`config.mk`:
```
export PLATFORM = sky130hd
export DESIGN_NAME = pc_branch_unit
export DESIGN_NICKNAME = d
export VERILOG_FILES = /design/src/rtl/pc_branch_unit.sv
export SDC_FILE = /design/constraint.sdc
export NUM_CORES = 1
export LEC_CHECK = 0
export CAP_MARGIN = 20
export CORE_UTILIZATION = 48
export CTS_CLUSTER_DIAMETER = 50
export CTS_CLUSTER_SIZE = 10
export DETAILED_ROUTE_END_ITERATION = 10
export MAX_ROUTING_LAYER = met4
export PLACE_DENSITY = 0.8
export SYNTH_ARGS = -nofsm -noshare
export SYNTH_HDL_FRONTEND = slang
export SYNTH_SLANG_ARGS = --single-unit
```
`constraint.sdc`:
```
create_clock -name clk -period 2.8 [get_ports clk]
set_input_delay 0.56 -clock clk [delete_from_list [all_inputs] [get_ports clk]]
set_output_delay 0.56 -clock clk [all_outputs]
set_load 0.02 [all_outputs]
```
`src/rtl/pc_branch_unit.sv`:
```
// pc_branch_unit: program counter, PC-relative branch target and run sequencing.
// Ports: clk, rst_n, start, halt, stall, br_taken, br_sel -> lut_idx,
//        lut_val (signed offset in), pc, running, done, fault, cycle_cnt.
module pc_branch_unit #(
    parameter int PC_W       = 10,
    parameter int START_ADDR = 0,
    parameter int LAST_ADDR  = 1023,
    parameter int CNT_W      = 16
) (
    input  logic             clk,
    input  logic             rst_n,
    input  logic             start,
    input  logic             halt,
    input  logic             stall,
    input  logic             br_taken,
    input  logic [2:0]       br_sel,
    output logic [2:0]       lut_idx,
    input  logic [7:0]       lut_val,
    output logic [PC_W-1:0]  pc,
    output logic             running,
    output logic             done,
    output logic             fault,
    output logic [CNT_W-1:0] cycle_cnt
);

    typedef enum logic [1:0] {
        S_IDLE,
        S_RUN,
        S_DONE,
        S_FAULT
    } state_t;

    localparam logic [PC_W-1:0] START_PC = PC_W'(START_ADDR);
    // Compared at 32 bits so a LAST_ADDR beyond the PC range never faults.
    localparam logic [31:0]     LAST_PC  = 32'(LAST_ADDR);

    state_t           state;
    logic [PC_W-1:0]  offset;
    logic [PC_W-1:0]  next_pc;
    logic             past_end;
    logic [CNT_W-1:0] cnt_inc;

    assign lut_idx = br_sel;

    always_comb begin
        // Sign-extend the LUT offset; the add wraps modulo 2**PC_W.
        offset   = PC_W'($signed(lut_val));
        next_pc  = br_taken ? pc + offset : pc + PC_W'(1);
        past_end = 32'(next_pc) > LAST_PC;
        cnt_inc  = (&cycle_cnt) ? cycle_cnt : cycle_cnt + CNT_W'(1);
    end

    always_ff @(posedge clk or negedge rst_n) begin
        if (!rst_n) begin
            state     <= S_IDLE;
            pc        <= START_PC;
            cycle_cnt <= '0;
            running   <= 1'b0;
            done      <= 1'b0;
            fault     <= 1'b0;
        end else begin
            unique case (state)
                S_RUN: begin
                    cycle_cnt <= cnt_inc;
                    if (halt) begin
                        state   <= S_DONE;
                        running <= 1'b0;
                        done    <= 1'b1;
                    end else if (!stall) begin
                        if (past_end) begin
                            // pc keeps the address of the faulting fetch source
                            state   <= S_FAULT;
                            running <= 1'b0;
                            fault   <= 1'b1;
                        end else begin
                            pc <= next_pc;
                        end
                    end
                end
                default: begin
                    if (start) begin
                        state     <= S_RUN;
                        pc        <= START_PC;
                        cycle_cnt <= '0;
                        running   <= 1'b1;
                        done      <= 1'b0;
                        fault     <= 1'b0;
                    end
                end
            endcase
        end
    end

endmodule

```
==> results.cfg <==
[status]
outcome = finished, final reports clean

[clocking]
clk_pin_slew_ns = 0.16
cts_inserted_buffers = 3
cts_hold_buf = 0
cts_max_level = 1
clock_latency_ns = 0.33
cts-resized-gates = 0
cts_tree = done
cts_root_buf = clkbuf_4
postCtsSetupRepairBufs = 0
cts.path.max_buffers = 2
clock_sinks = 28

[cells_and_area]
num_antenna_cells = 0
drive_gt1_frac = 0.120
synthToLayoutAreaGrowth_pct = 33.5
layout.cells.non_filler = 280
final_nets = 263
fillers = 257

[worst_setup_path]
r2r-end = pc[9]$_DFFE_PN0P_
startpoint = br_taken
r2r-start = pc[1]$_DFFE_PN0P_
path_cells = clkdlybuf4s50_1 -> and2_1 -> ha_1 -> a21oi_2 -> o22ai_1 -> a311o_1 -> a31oi_1 -> mux2i_1 -> mux2i_1
endpoint = pc[9]$_DFFE_PN0P_
start_kind = input pin
worstSetupPathType = in -> reg
path_max_fanout = 8
end_kind = register
reg2reg_depth = 7
cpLargestDelayFamily = compound AO/OA/AOI/OAI gates
crit_top_cell = mux2i_1
arrival_ns = 2.85
crit_path_top_delay_cell = clkdlybuf4s50_1
worstSetupPathDepth = 9
worst-r2r-setup-slack_ns = 0.67
critPathBufInv = 1
cp.required_ns = 3.07
max_stage_delay_ns = 0.51

[placement]
place_ws_ns = -0.146
place.gp.congestion = 0.873
port_buffers = 41
dp_hpwl_um = 2810
placed_cells = 276

[logic_synthesis]
yosysMostFrequentCell = dfrtp_1
synth_top_cell_by_area = dfrtp_1
synth-edff-count = 0
syn_area_per_cell_um2 = 9.64
yosysTopAreaCellShare = 0.401
syn-instance-count = 181
yosysWarningCount = 0
synthTopCellsByCount = 28 x dfrtp_1, 14 x nand2_1, 11 x inv_1
netlist_area_mm2 = 0.00175
synth_ff_type = dfrtp_1
syn_nets = 209
synth_seq_cells = 28
yosys-top-cells-area = dfrtp_1 40%, ha_1 7.2%, nand2_1 3.0%
synth_sequential_area_ratio = 0.401
async_flop_share = 1.00
ys_types = 43

[power]
leakage_nw = 1.04
power_switching_mw = 0.658
vdd_drop_max_v = 0.000605
pwr-share-seq = 0.342
comb_power_share = 0.497
internal_power_mw = 1.03
p_clk_frac = 0.161
p_sw_frac = 0.389
power_density_mw_per_mm2 = 725

[floorplan]
core_area_mm2 = 0.00342
dieArea_mm2 = 0.00388
die_w_um = 62.3
die_h_um = 62.3
rows = 21
start_util = 0.511
ios = 49

[global_routing]
grt_usage = 0.218
grt_max_degree = 29
antenna_found_initial = 0
grt_overflow = 0
grt_pass1_wl_um = 6730
grt_pass1_vias = 1551

[run]
maxCapViolations = 0

[sta]
maxSlewHeadroom = 0.506
setup-violations-final = 0
fmax_mhz = 389
finalHoldWorstSlack_ns = 0.504
drv_slew = 0
min_period_ns = 2.57
setup_ws_ns = 0.226
hold_viol_final = 0
rsz0062_at_grt = false
tns_ns = 0
fin_skew_ns = 0.00155
post-route-period-util = 0.919
worst_pin_slew_ns = 0.738

[route]
wl_per_cell_um = 13.6
drtIter0Drc = 46
ant_nets = 0
vias_per_cell = 5.39
firstDrtPassIters = 4
drc = 0
wl_um = 3800
vias = 1510

[hold_path]
min_path_type = reg -> reg
## power by group through the flow
stage	Clock, mW	Combinational [mW]	Sequential, mW
6_report	0.271	0.840	0.579
5_1_grt	0.296	0.921	0.591
4_1_cts	0.280	0.842	0.578
3_5_place_dp	0	0.839	0.585
3_3_place_gp	0	0.820	0.584
2_1_floorplan	0	0.405	0.673
## cell usage in the layout (no fill, tap or decap), types with 7 or more instances in the layout
cell type and instances:
clkdlybuf4s50_1 41, dfrtp_1 28, nand2_1 14, buf_4 14, inv_1 11, nor2_1 10, ha_1 10, nand3_1 9
and2_1 7, o21ai_1 7
## how the worst min path moves through the flow
stage	slack [ns]	cells after the start	to	start
finish	0.50	1	pc[9]$_DFFE_PN0P_	pc[9]$_DFFE_PN0P_
global placement	0.49	1	pc[9]$_DFFE_PN0P_	pc[9]$_DFFE_PN0P_
detailed placement	0.49	1	pc[9]$_DFFE_PN0P_	pc[9]$_DFFE_PN0P_
CTS	0.51	1	pc[9]$_DFFE_PN0P_	pc[9]$_DFFE_PN0P_
global route	0.54	1	pc[9]$_DFFE_PN0P_	pc[9]$_DFFE_PN0P_
floorplan	0.26	0	cycle_cnt[0]$_DFFE_PN0P_	rst_n
## cell families (layout without fill, tap and decap cells)
| family | Yosys count | count (layout) | synth area share |
|---|---|---|---|
| AND/OR/NAND/NOR | 66 | 66 | 0.214 |
| buffers and inverters | 17 | 70 | 0.0473 |
| flip-flops | 28 | 28 | 0.401 |
| AO/OA/AOI/OAI | 43 | 43 | 0.172 |
| adder cells (fa/ha/maj) | 11 | 11 | 0.0832 |
| XOR/XNOR | 9 | 9 | 0.0452 |
| multiplexers | 6 | 6 | 0.0351 |
| other | 1 | 1 | 0.00215 |
## per-stage QoR
step           cell area, µm²  utilization  power [mW]
6_report                 2330        0.682        1.69
5_1_grt                  2330        0.682        1.81
4_1_cts                  2330        0.682        1.70
3_5_place_dp             2280        0.667        1.42
3_3_place_gp             2280        0.667        1.40
2_1_floorplan            1750            -        1.08
## final cells by class
| class | count | area, µm² | area share |
|---|---|---|---|
| clock buffers | 3 | 22.5 | 0.00967 |
| clock inverters | 1 | 30.0 | 0.0129 |
| inverters | 11 | 41.3 | 0.0177 |
| multi-input cells | 136 | 962 | 0.413 |
| flip-flops and latches | 28 | 701 | 0.301 |
| well taps | 46 | 57.6 | 0.0247 |
| repair buffers | 55 | 515 | 0.221 |
## flip-flops by register name, summed over array words and instances, names as in the netlist
register / count
state: 1
cycle_cnt: 16
pc: 10
done: 1
## routing by layer
layer	share of wire	global-route usage	up-vias
met4	0.0060	0.0378	0
met5	0	-	-
li1	-	-	749
met3	0.047	0.0478	4
met1	0.43	0.260	723
met2	0.51	0.382	34
No activity file was read; power rests on OpenSTA's default activity.
